## config.mk

```make
export PLATFORM = sky130hd
export DESIGN_NAME = bin2bcd_fsmd
export DESIGN_NICKNAME = d
export VERILOG_FILES = /design/src/rtl/bin2bcd_pkg.sv /design/src/rtl/bcd_adj3.sv /design/src/rtl/bin2bcd_fsmd.sv
export SDC_FILE = /design/constraint.sdc
export NUM_CORES = 1
export LEC_CHECK = 0
export ABC_CLOCK_PERIOD_IN_PS = 1420
export CORE_ASPECT_RATIO = 1.25
export CORE_MARGIN = 2
export CORE_UTILIZATION = 49
export DETAILED_ROUTE_END_ITERATION = 8
export GPL_ROUTABILITY_DRIVEN = 0
export GPL_TIMING_DRIVEN = 1
export PLACE_DENSITY = 0.78
export SETUP_SLACK_MARGIN = 0.15
export SKIP_CTS_REPAIR_TIMING = 1
export SYNTH_ARGS = -nofsm -noshare
export SYNTH_HDL_FRONTEND = slang
export SYNTH_SLANG_ARGS = --single-unit
```

## constraint.sdc

```tcl
create_clock -name i_clk -period 1.42 [get_ports i_clk]
set_input_delay 0.142 -clock i_clk [delete_from_list [all_inputs] [get_ports i_clk]]
set_output_delay 0.142 -clock i_clk [all_outputs]
set_load 0.1 [all_outputs]
```

## src/rtl/bin2bcd_pkg.sv

```systemverilog
// Shared types and constants for the double-dabble binary-to-BCD converter.
package bin2bcd_pkg;

  typedef enum logic [1:0] {
    IDLE = 2'd0,
    OP   = 2'd1,
    DONE = 2'd2
  } state_t;

  localparam int MAX_VAL_DEF = 1999;
  localparam int BCD_W       = 13;
  localparam int DIGIT_W     = 4;

endpackage

```

## src/rtl/bcd_adj3.sv

```systemverilog
// Double-dabble digit correction: a nibble of 5 or more gets 3 added before the shift.
module bcd_adj3
  import bin2bcd_pkg::*;
(
  input  logic [DIGIT_W-1:0] i_digit,
  output logic [DIGIT_W-1:0] o_digit
);

  assign o_digit = (i_digit >= DIGIT_W'(5)) ? i_digit + DIGIT_W'(3) : i_digit;

endmodule

```

## src/rtl/bin2bcd_fsmd.sv

```systemverilog
// Sequential shift-and-add-3 binary-to-BCD converter feeding the 4-digit display stage.
//   state | meaning
//   IDLE  | ready high, waiting for start
//   OP    | one adjust+shift per cycle, BIN_W cycles
//   DONE  | done_tick high, bcd/ovf just loaded
module bin2bcd_fsmd
  import bin2bcd_pkg::*;
#(
  parameter int BIN_W   = 11,
  parameter int MAX_VAL = MAX_VAL_DEF
) (
  input  logic             i_clk,
  input  logic             i_reset,
  input  logic             i_start,
  input  logic [BIN_W-1:0] i_bin,
  output logic             o_ready,
  output logic             o_done_tick,
  output logic [BCD_W-1:0] o_bcd,
  output logic             o_ovf
);

  localparam int CNT_W = $clog2(BIN_W + 1);
  localparam logic [BIN_W-1:0] MAX_BIN = BIN_W'(MAX_VAL);

  state_t             r_state;
  logic [BIN_W-1:0]   r_bin;
  logic [15:0]        r_work;
  logic [CNT_W-1:0]   r_cnt;
  logic               r_ovf_next;

  logic [15:0]        w_adj;
  logic [15:0]        w_work_next;

  for (genvar g = 0; g < 4; g++) begin : g_adj
    bcd_adj3 u_adj (
      .i_digit(r_work[g*DIGIT_W +: DIGIT_W]),
      .o_digit(w_adj[g*DIGIT_W +: DIGIT_W])
    );
  end

  assign w_work_next = {w_adj[14:0], r_bin[BIN_W-1]};

  always_ff @(posedge i_clk) begin
    if (i_reset) begin
      r_state     <= IDLE;
      r_bin       <= '0;
      r_work      <= '0;
      r_cnt       <= '0;
      r_ovf_next  <= 1'b0;
      o_ready     <= 1'b1;
      o_done_tick <= 1'b0;
      o_bcd       <= '0;
      o_ovf       <= 1'b0;
    end else begin
      case (r_state)
        IDLE: begin
          o_done_tick <= 1'b0;
          if (i_start) begin
            r_bin      <= (i_bin > MAX_BIN) ? MAX_BIN : i_bin;
            r_ovf_next <= (i_bin > MAX_BIN);
            r_work     <= '0;
            r_cnt      <= CNT_W'(BIN_W);
            o_ready    <= 1'b0;
            r_state    <= OP;
          end else begin
            o_ready <= 1'b1;
          end
        end
        OP: begin
          r_work <= w_work_next;
          // w_adj[15] is always 0 after saturation, so recycling it into the LSB equals a zero fill
          r_bin  <= {r_bin[BIN_W-2:0], w_adj[15]};
          r_cnt  <= r_cnt - CNT_W'(1);
          if (r_cnt == CNT_W'(1)) begin
            o_bcd       <= w_work_next[BCD_W-1:0];
            o_ovf       <= r_ovf_next;
            o_done_tick <= 1'b1;
            r_state     <= DONE;
          end
        end
        DONE: begin
          o_done_tick <= 1'b0;
          o_ready     <= 1'b1;
          r_state     <= IDLE;
        end
        default: begin
          o_done_tick <= 1'b0;
          o_ready     <= 1'b1;
          r_state     <= IDLE;
        end
      endcase
    end
  end

endmodule

```

Yosys cells after proc, flatten, opt, wreduce, memory -nomap -nowiden
Index checks and enable logic that the tools add are counted.

Reduce and logical (&&, ||, !) cells: 7. Multiply operators: 0. Bitwise gates (word level): 1. Shift operators: 0. Order comparisons: 5. Add/subtract/negate cells: 5. Divide/modulo/power cells: 0. Equality and inequality tests: 4. Muxes and demuxes: 16.

Operator list (count): 16-bit one-hot mux with 2 select lines (1); 11-bit two-way mux (2); 11-bit one-hot mux with 2 select lines (1); 4-bit two-way mux (5); 4-bit by 2-bit adder with 4-bit output (second input constant) (4); 4-bit by 3-bit greater-or-equal comparator with 1-bit output (second input constant) (4); 16-bit two-way mux (1); 11-bit greater-than comparator (second input constant) (1); 4-bit one-hot mux with 2 select lines (1); 2-bit AND reduction (4); 4-bit by 1-bit equality test with 1-bit output (second input constant) (1); 2-bit two-way mux (2); 2-bit inequality test (second input constant) (2); 2-bit one-hot mux with 2 select lines (1); 4-bit by 1-bit subtractor with 4-bit output (second input constant) (1); 2-bit by 1-bit equality test with 1-bit output (second input constant) (1); 2-bit zero test (1); 1-bit one-hot mux with 2 select lines (1); 2-bit nonzero test (1); 2-bit OR reduction (1); 1-bit two-way mux (1); 1-bit inverter (1).

Input bits: 14. Bits in latches: 0. Memories: 0. Word-level logic and storage cells: 47. Output and inout bits: 16. RAM bits: 0. Memory bits (read-only): 0. Flip-flop bits (word level): 50.

Logic depth before layout (Yosys ltp)
Gate-level depths: netlist of run 1.

Depth in word-level cells: 4. Depth in mapped cells: 8. Gate-level depth less buffers: 6.

By module
A second synthesis of run 1 with hierarchy kept.

Cells, all modules: 263. Area, all modules: 2314.7 um2.

By module, submodules not included: bin2bcd_fsmd (area an instance 1909.3 um2, cells an instance 199, seq. area each 1001.0 um2, times used 1); bcd_adj3 (area an instance 101.3 um2, cells an instance 16, seq. area each 0.0 um2, times used 4).

Least setup slack after synthesis of run 1
Ideal clock, no wire load.

Path type: register to register. From: register r_cnt[0]. To: register o_bcd[12]. Clock period less this slack: 1.431 ns. Path slack: -0.011 ns. Buffers on the path: 2. Arrival: 1.352 ns. Required time: 1.341 ns. Setup time: 0.079 ns. Stages on the path, launching flop included: 8. Path through: dfxtp_1 > ha_1 > nor3b_4 > and2_1 > buf_6 > buf_12 > nor2_2 > a211oi_2.

Cells in the longest elaborated chain, start to end: 2.

Ends and longest elaborated chain: start, declared (RTL line bin2bcd_fsmd.sv:28) `logic [CNT_W-1:0] r_cnt;`; start signal, assigned (RTL line bin2bcd_fsmd.sv:62) `r_cnt <= CNT_W'(BIN_W);`; start signal, assigned (RTL line bin2bcd_fsmd.sv:73) `r_cnt <= r_cnt - CNT_W'(1);`; 4-bit by 1-bit equality test with 1-bit output (RTL line bin2bcd_fsmd.sv:74) `if (r_cnt == CNT_W'(1)) begin`; 2-bit AND reduction (no source line); end signal, assigned (RTL line bin2bcd_fsmd.sv:75) `o_bcd <= w_work_next[BCD_W-1:0];`; end, declared (RTL line bin2bcd_fsmd.sv:18) `output logic [BCD_W-1:0] o_bcd,`.

Every way passes these cells. A chain may end at the register's enable or synchronous reset.

Final worst setup path of run 1
From: register r_cnt[1]. To: register o_bcd[3].

Same word-level chain as after synthesis.

==> run_results.csv, run 1 <==
group,metric,value,unit
sta,drv_slew,0,
die,num_rows,28,
layout,diodes,0,
outcome,outcome,"finished, violations left",
sta,rsz0062_at_grt,"true",
worst_setup_path,rr_startpoint,"r_cnt[1]",
placement,dp_hpwl,4.434,mm
detailed_routing,drt_iter0_markers,116,
yosys,synth_nets,278,
worst_setup_path,crit_required,1.61,ns
power_and_ir_drop,peakVddDrop,0.0007973,V
power_and_ir_drop,finalPower,2.967,mW
sta,finalClockSkew,0.007181,ns
sta,tightest_slew,0.4554,ns
global_routing,grt_pass1_wl,9.680,mm
detailed_routing,drc_errors,0,
sta,period_share,106.6,%
worst_setup_path,slowest_stage,"dfxtp_2",
worst_setup_path,path_cells,"inv_2 > ha_4 > nor3b_4 > nand2_2 > a211oi_1 > nor3_2",
worst_hold_path,holdPathEnd,"r_state[0]",
detailed_routing,dr.pass1.iters,4,
die,die_w,65.94,um
layout,nets,343,
global_routing,grt_max_degree,16,
worst_setup_path,critPathArrivalTime,1.71,ns
power_and_ir_drop,power_leakage,1.453,nW
global_routing,gr-total-overflow,0,
clock_network,clock-root-buffer,"clkbuf_8",
yosys,yosys.cell_count.top_type,"dfxtp_1",
yosys,yosysUniqueCellTypes,46,
placement,port_buffers,29,
worst_setup_path,startpoint_type,"flop",
detailed_routing,routed_wl,6.931,mm
layout,drive_gt1_share,50.78,%
power_and_ir_drop,p_int,2.098,mW
yosys,syn_avg_cell_area,9.251,sq um
die,io_pins,30,
power_and_ir_drop,power_density,810.8,nW/um^2
placement,pre_cts_slack,-0.1448,ns
worst_setup_path,worstRegToRegCells,6,
worst_setup_path,path_class,"flop to flop",
die,die_h,81.43,um
yosys,mappedNetlistArea,2350,sq um
power_and_ir_drop,comb_power_share,22.0,%
worst_setup_path,slowest_delay,0.34,ns
global_routing,track_usage,23.91,%
layout,post-route-util,77.96,%
sta,post-route-min-period,1.513,ns
yosys,synth_commonest_cells,"dfxtp_1, nor2_1, nand2_1",
die,die_area,5369,sq um
clock_network,clk_pin_slew,0.09,ns
detailed_routing,wire_per_inst,18.29,um
yosys,ys_warn_count,0,
job,drv_cap,0,
power_and_ir_drop,clock_power_share,27.1,%
clock_network,cts_tree,"built",
yosys,yosys_most_used_dff,"dfxtp_1",
yosys,yosys-top-cells-area,"dfxtp_1, ha_1, nor2_1",
detailed_routing,vias,2205,
global_routing,antenna_found_initial,0,
worst_hold_path,hold_depth,4,
worst_hold_path,min_from,"i_start",
yosys,synth_area_leader_cell,"dfxtp_1",
worst_setup_path,worst_r2r_endpoint,"o_bcd[3]",
worst_setup_path,cp_num_buf_inv,1,
outcome,violations,"setup timing",
detailed_routing,ant_nets,0,
worst_setup_path,crit_family,"simple AND/OR/NAND/NOR gates",
clock_network,cts_buffers,5,
worst_setup_path,critPathCaptureType,"flop",
yosys,ys_seq_area_share,42.60,%
clock_network,max-clock-path-buffers,2,
worst_setup_path,reg2reg_slack,-0.09,ns
power_and_ir_drop,pwr-share-seq,50.9,%
sta,hold_viol_final,0,
clock_network,clk_latency,0.31,ns
die,coreArea,4695,sq um
yosys,synth_seq_cells,50,
power_and_ir_drop,switching_share,29.30,%
sta,hold_ws,0.4063,ns
sta,max-slew-margin-rel,69.32,%
placement,placed_area,3184,sq um
power_and_ir_drop,switching_power,869.4,uW
worst_setup_path,critPathMaxFanout,5,
global_routing,grt_pass1_vias,2067,
detailed_routing,detail_route.vias_per_cell,5.818,
sta,setup_viol,11,
yosys,synth_edf_count,0,
clock_network,htreeDepth,2,
sta,fmax,660.8,MHz
clock_network,cts_sinks,50,
yosys,synth_cells,254,
worst_hold_path,hold_path_class,"primary input to flop",
layout,syn_to_final_growth,55.75,%
sta,layout_setup_ws,-0.09329,ns
yosys,synth_top_area_share,42.60,%
yosys,postSynth.asyncResetShare,0,%
die,start_util,50.05,%
layout,final_cell_area,3660,sq um
-- power groups by stage --
stage               sequential, mW  combinational (mW)  clock [mW]
finish                        1.51               0.652       0.805
global route                  1.52               0.696       0.870
CTS                           1.51               0.572       0.807
detailed placement            1.55               0.569           0
global placement              1.54               0.555           0
floorplan                     1.61               0.246           0
-- routing by layer --
| metal | track usage (%) | routed length (um) |
|---|---|---|
| met3 | 3.699 | 252 |
| met4 | 10.20 | 143 |
| met5 | 0 | 0 |
| met2 | 45.35 | 3883 |
| met1 | 26.10 | 2651 |
-- area by class of cell --
cell class | instances | area [sq um]
Clock buffer | 5 | 68.82
Timing Repair Buffer | 71 | 829.5
Inverter | 13 | 61.31
Clock inverter | 2 | 10.01
Fill cell | 292 | 1035
Tap cell | 60 | 75.07
Sequential cell | 50 | 1040
Multi-Input combinational cell | 178 | 1575
-- per-stage QoR --
| stage | setup TNS [ns] | std cells |
|---|---|---|
| CTS | -1.059 | 372 |
| detailed placement | -1.998 | 365 |
| finish | -0.5760 | 379 |
| floorplan | 0 | 254 |
| global placement | -0.9792 | 365 |
| global route | -1.554 | 379 |
-- layout by cell type, fill, tap and decap left out, types with 7 or more instances in the layout --
cell             synthesis  routed
nand2_1                 16      14
dfxtp_2                  0      13
buf_4                    1      35
ha_4                     0       8
nor2_1                  27      25
clkdlybuf4s50_1          0      12
buf_12                   1      20
nand2b_4                 0       7
a21oi_1                 13       8
dfxtp_1                 50      31
o22ai_1                  7       7
-- worst max path at each step --
stage / startpoint / end / slack, ns / depth (start not counted)
final: r_cnt[1] / o_bcd[3] / -0.09 / 6
after global routing: r_cnt[1] / o_bcd[3] / -0.19 / 6
after CTS: r_cnt[1] / o_bcd[6] / -0.12 / 7
after detailed placement: i_start / r_bin[3] / -0.14 / 5
after global placement: i_start / r_bin[3] / -0.1 / 5
after floorplan: r_cnt[1] / o_bcd[12] / 0.07 / 8
-- worst reg2reg max path, delay by kind of cell, from the launching register on --
family | cells | cell delay [ns]
compound gates | 1 | 0.34
fa+ha+maj | 1 | 0.11
buf+inv | 1 | 0.07
flops | 1 | 0.34
simple gates | 3 | 0.54
-- kinds of logic (layout without fill, tap and decap cells) --
logic type | count (synthesis) | after routing | synth area share, %
adders and majority gates | 10 | 10 | 5.325
buffers and inverters | 26 | 91 | 5.698
DFF | 50 | 50 | 42.60
AOI/OAI and AO/OA | 72 | 72 | 22.20
xor gates and xnor gates | 5 | 5 | 1.864
and+or+nand+nor | 85 | 85 | 19.65
muxes | 6 | 6 | 2.662
-- sequential cells by signal (all words and copies together), names as in the netlist --
register,count
o_ovf,1
r_ovf_next,1
o_done_tick,1
r_cnt,4
r_work,16
o_ready,1
r_state,2
r_bin,11
o_bcd,13
(Power assumes the default switching activity.)
==> inputs of run 2 (changes only) <==
CORE_UTILIZATION = 30   (was 49)
PLACE_DENSITY = 0.53   (was 0.78)
==> run 2 against run 1 <==
The run still ends with setup timing left. Count of clock-buffer cells in the layout up 2. Largest power group unchanged. Routed wire length fell by 9.8%. Total power increased by 0.54%. Non-clock buffer count increased by 5. Largest cell class unchanged. Combinational power rose by 3.2%. Flip-flop and latch count unchanged. Sequential power about the same. Highest routed layer unchanged. Clock power barely moved. Worst setup slack improved by 0.078 ns.
==> run_results.csv, run 2 (synthesis results as in run 1) <==
group,metric,value,unit
outcome,outcome,"finished, violations left",
outcome,violations,"setup timing",
clock_network,clk_latency,0.30,ns
power_and_ir_drop,power_density,788.0,nW/um^2
sta,rsz0062_at_grt,"true",
detailed_routing,dr.pass1.iters,4,
die,die_area,8561,sq um
sta,setup_viol,4,
layout,largest_reg_flops,16,
die,coreArea,7702,sq um
detailed_routing,drt_iter0_markers,86,
layout,nets,348,
detailed_routing,wire_per_inst,14.91,um
layout,layout_commonest_cell,"buf_4",
global_routing,grt_pass1_vias,1967,
worst_setup_path,critPathArrivalTime,1.68,ns
clock_network,cts_tree,"built",
worst_setup_path,slowest_delay,0.34,ns
clock_network,cts_sinks,50,
worst_setup_path,slowest_stage,"dfxtp_2",
layout,largest_register,"r_work",
layout,diodes,0,
clock_network,max-clock-path-buffers,2,
clock_network,htreeDepth,2,
worst_hold_path,hold_path_class,"primary input to flop",
global_routing,grt_max_degree,14,
detailed_routing,detail_route.vias_per_cell,4.986,
sta,hold_viol_final,0,
sta,tightest_slew,0.3143,ns
global_routing,grt_pass1_wl,9.494,mm
worst_hold_path,min_from,"i_start",
die,num_rows,36,
layout,layout_common_cells,"buf_4, dfxtp_1, nor2_1",
worst_setup_path,path_class,"flop to flop",
worst_setup_path,rr_startpoint,"r_cnt[1]",
worst_setup_path,cp_num_buf_inv,3,
sta,finalClockSkew,0.006115,ns
sta,period_share,101.1,%
layout,largestRegisters,"r_work x16, o_bcd x13, r_bin x11",
sta,max-slew-margin-rel,78.91,%
die,io_pins,30,
worst_setup_path,crit_family,"simple AND/OR/NAND/NOR gates",
die,die_w,83.16,um
worst_setup_path,crit_required,1.67,ns
job,drv_cap,0,
worst_setup_path,worstRegToRegCells,8,
placement,placed_area,3228,sq um
layout,final_cell_area,3786,sq um
die,die_h,103.0,um
detailed_routing,routed_wl,6.249,mm
placement,dp_hpwl,4.405,mm
worst_setup_path,reg2reg_slack,-0.02,ns
detailed_routing,ant_nets,0,
die,start_util,30.51,%
global_routing,gr-total-overflow,0,
layout,fill_cells,696,
placement,port_buffers,29,
sta,post-route-min-period,1.435,ns
layout,syn_to_final_growth,61.13,%
layout,drive_gt1_share,52.47,%
detailed_routing,vias,2089,
power_and_ir_drop,peakVddDrop,0.0004953,V
sta,drv_slew,0,
worst_setup_path,startpoint_type,"flop",
sta,layout_setup_ws,-0.01547,ns
global_routing,track_usage,14.11,%
global_routing,antenna_found_initial,0,
sta,fmax,696.6,MHz
worst_setup_path,critPathMaxFanout,6,
power_and_ir_drop,finalPower,2.983,mW
clock_network,clk_pin_slew,0.09,ns
clock_network,cts_buffers,5,
worst_hold_path,holdPathEnd,"r_state[0]",
worst_setup_path,worst_r2r_endpoint,"o_bcd[2]",
worst_hold_path,hold_depth,4,
worst_setup_path,critPathCaptureType,"flop",
clock_network,clock-root-buffer,"clkbuf_8",
power_and_ir_drop,power_leakage,1.463,nW
worst_setup_path,path_cells,"inv_2 > ha_4 > nor3b_4 > buf_6 > and2_4 > buf_8 > nor3b_2 > a21o_1",
detailed_routing,drc_errors,0,
[run 2: cell count changes in the layout (fill, tap and decap cells not counted), moves of 3 or more]
cell	previous run	this run
buf_6	3	8
dfxtp_2	13	17
nor3b_1	6	3
xnor2_2	4	1
buf_12	20	17
[run 2: stage by stage]
step,instances,utilization [%],hold WS (ns),setup TNS [ns],setup WS [ns]
global placement,405,41.91,0.4552,-1.678,-0.1662
finish,419,49.16,0.4282,-0.04065,-0.01547
global route,419,49.16,0.4465,-0.6697,-0.06947
detailed placement,405,41.91,0.4702,-2.196,-0.2110
floorplan,254,-,0.2897,0,0.07256
CTS,412,42.90,0.4312,-0.6271,-0.07782
[run 2: final cells by class]
| type | count | area [sq um] | share of cell area, % |
|---|---|---|---|
| timing repair buffer | 76 | 855.8 | 22.60 |
| clock buffer | 7 | 76.32 | 2.016 |
| sequential | 50 | 1037 | 27.40 |
| multi-input combinational | 178 | 1639 | 43.29 |
| inverter | 13 | 58.81 | 1.553 |
| tap | 95 | 118.9 | 3.139 |
[run 2: how the worst max path moves through the flow]
| stage | cells past startpoint | from | end | slack, ns |
|---|---|---|---|---|
| finish | 8 | r_cnt[1] | o_bcd[2] | -0.02 |
| global route | 8 | r_cnt[1] | o_bcd[3] | -0.07 |
| CTS | 6 | r_cnt[1] | o_bcd[3] | -0.08 |
| detailed placement | 5 | i_start | r_bin[2] | -0.21 |
| global placement | 5 | i_start | r_bin[1] | -0.17 |
| floorplan | 8 | r_cnt[1] | o_bcd[12] | 0.07 |
[run 2: layer usage]
metal  up-vias  wire length, um  share of wire, %  GRT usage [%]
li1       1050                -                 -              -
met1       999             2701                43          16.16
met2        33             3294                53          26.43
met3         7              164               2.6          2.562
met4         0               89               1.4          5.044
met5         -                0                 0              0
[run 2: worst register-to-register path, delay by kind of cell (launching register included)]
kind | cells | cell delay, ns
simple gates | 3 | 0.47
flops | 1 | 0.34
buf+inv | 3 | 0.31
fa+ha+maj | 1 | 0.14
compound gates | 1 | 0.10
[run 2: power breakdown]
part | total, mW | internal (mW) | leakage (nW) | switching [mW]
sequential | 1.51 | 1.46 | 0.418 | 0.0487
combinational | 0.673 | 0.330 | 1.01 | 0.343
clock | 0.804 | 0.341 | 0.0383 | 0.463
total | 2.98 | 2.13 | 1.46 | 0.855
==> inputs of run 3 (changes only) <==
CORE_UTILIZATION = 45   (was 30)
PLACE_DENSITY = 0.73   (was 0.53)
REMOVE_ABC_BUFFERS = 1   (was unset)
==> run 3 against run 2 <==
The run still ends with setup timing left. Combinational power is 3.3% lower. Global-route usage is 6.2 points higher. Cell count is 7.6% lower. Sequential power is essentially flat. First-iteration DRC count increased by 27%. Critical path depth unchanged. Worst setup slack lost 0.050 ns. Routed wire length increased by 6.0%. Die area is 32% lower. Via count up 5.6%. Highest routed layer unchanged.
==> run_results.csv, run 3 (synthesis results as in run 1) <==
group,metric,value,unit
clock_network,cts_sinks,50,
worst_setup_path,critPathCaptureType,"flop",
detailed_routing,wire_per_inst,17.12,um
global_routing,grt_pass1_vias,2014,
clock_network,clk_latency,0.31,ns
clock_network,cts_buffers,5,
detailed_routing,drt_iter0_markers,109,
clock_network,htreeDepth,2,
clock_network,clk_pin_slew,0.09,ns
placement,dpl.cell_count,367,
global_routing,grt_pass1_wl,9.101,mm
global_routing,antenna_found_initial,0,
global_routing,gr-total-overflow,0,
layout,diodes,0,
worst_setup_path,path_class,"flop to flop",
placement,dp_hpwl,4.066,mm
detailed_routing,detail_route.vias_per_cell,5.703,
power_and_ir_drop,power_density,856.5,nW/um^2
job,drv_cap,0,
placement,pre_cts_slack,-0.1927,ns
layout,fin_cells,387,
outcome,violations,"setup timing",
sta,setup_viol,10,
detailed_routing,ant_nets,0,
die,io_pins,30,
worst_setup_path,crit_required,1.65,ns
layout,largest_reg_flops,16,
sta,tightest_slew,0.4317,ns
clock_network,clock-root-buffer,"clkbuf_8",
layout,layout_common_cells,"dfxtp_1, buf_4, nor2_1",
sta,drv_slew,0,
die,die_w,68.63,um
layout,fill_cells,322,
sta,finalClockSkew,0.01315,ns
layout,nets,348,
die,coreArea,5044,sq um
layout,drive_gt1_share,48.62,%
sta,hold_viol_final,0,
die,num_rows,29,
detailed_routing,vias,2207,
global_routing,track_usage,20.31,%
power_and_ir_drop,peakVddDrop,0.0006409,V
sta,max-slew-margin-rel,70.92,%
clock_network,cts_tree,"built",
outcome,outcome,"finished, violations left",
power_and_ir_drop,power_leakage,1.470,nW
worst_setup_path,startpoint_type,"flop",
die,start_util,46.59,%
detailed_routing,routed_wl,6.625,mm
sta,period_share,104.6,%
sta,rsz0062_at_grt,"true",
sta,layout_setup_ws,-0.06544,ns
layout,post-route-util,73.80,%
layout,final_cell_area,3722,sq um
clock_network,max-clock-path-buffers,2,
placement,port_buffers,29,
layout,largestRegisters,"r_work x16, o_bcd x13, r_bin x11",
worst_setup_path,critPathArrivalTime,1.71,ns
detailed_routing,drc_errors,0,
worst_setup_path,critPathMaxFanout,7,
detailed_routing,dr.pass1.iters,4,
layout,layout_commonest_cell,"dfxtp_1",
global_routing,grt_max_degree,20,
placement,placed_area,3080,sq um
worst_hold_path,hold_path_class,"primary input to flop",
layout,largest_register,"r_work",
sta,fmax,673.2,MHz
sta,post-route-min-period,1.485,ns
layout,syn_to_final_growth,58.41,%
die,die_h,84.79,um
die,die_area,5819,sq um
run 3: area by class of cell:
class                           instances  area (sq um)  share of cell area, %
Clock inverter                          3         43.79                  1.176
Multi-Input combinational cell        178          1564                  42.02
Sequential cell                        50          1025                  27.53
Inverter                               13         61.31                  1.647
Timing Repair Buffer                   76         882.1                  23.70
Tap cell                               62         77.57                  2.084
Clock buffer                            5         68.82                  1.849
run 3: worst paths after layout:
kind,from,end,slack [ns],cells after the start
min,i_bin[5],r_bin[5],0.42,3
max,r_cnt[1],o_bcd[4],-0.07,8
min reg2reg,r_bin[7],r_bin[8],0.48,2
max reg2reg,r_cnt[1],o_bcd[4],-0.07,8
run 3: per-layer routing:
layer,part of all wire (%),track usage (%),wire [um]
met5,0,0,0
met4,2.3,6.000,153
met3,3.5,3.619,231
met2,54,34.62,3598
met1,40,25.40,2642
run 3: worst max-delay path: stages, from the launching register on:
cell,delay (ns)
dfxtp_2,0.35
inv_2,0.05
ha_4,0.14
nor3b_4,0.15
and2_4,0.15
buf_12,0.12
buf_8,0.13
buf_6,0.11
a211oi_2,0.19
run 3: power by group:
| group | total [mW] | switching, mW | internal [mW] |
|---|---|---|---|
| registers | 1.52 | 0.0556 | 1.46 |
| clock network | 1.02 | 0.494 | 0.529 |
| logic | 0.651 | 0.340 | 0.311 |
| total | 3.19 | 0.890 | 2.30 |
run 3: through the flow:
step | power (mW) | hold slack [ns] | TNS, ns
after floorplan | 1.816 | 0.2066 | -2.934
after global placement | 2.066 | 0.4588 | -2.853
after detailed placement | 2.078 | 0.4665 | -3.912
after CTS | 3.067 | 0.4289 | -1.155
after global routing | 3.292 | 0.4532 | -1.148
final | 3.188 | 0.4211 | -0.3928
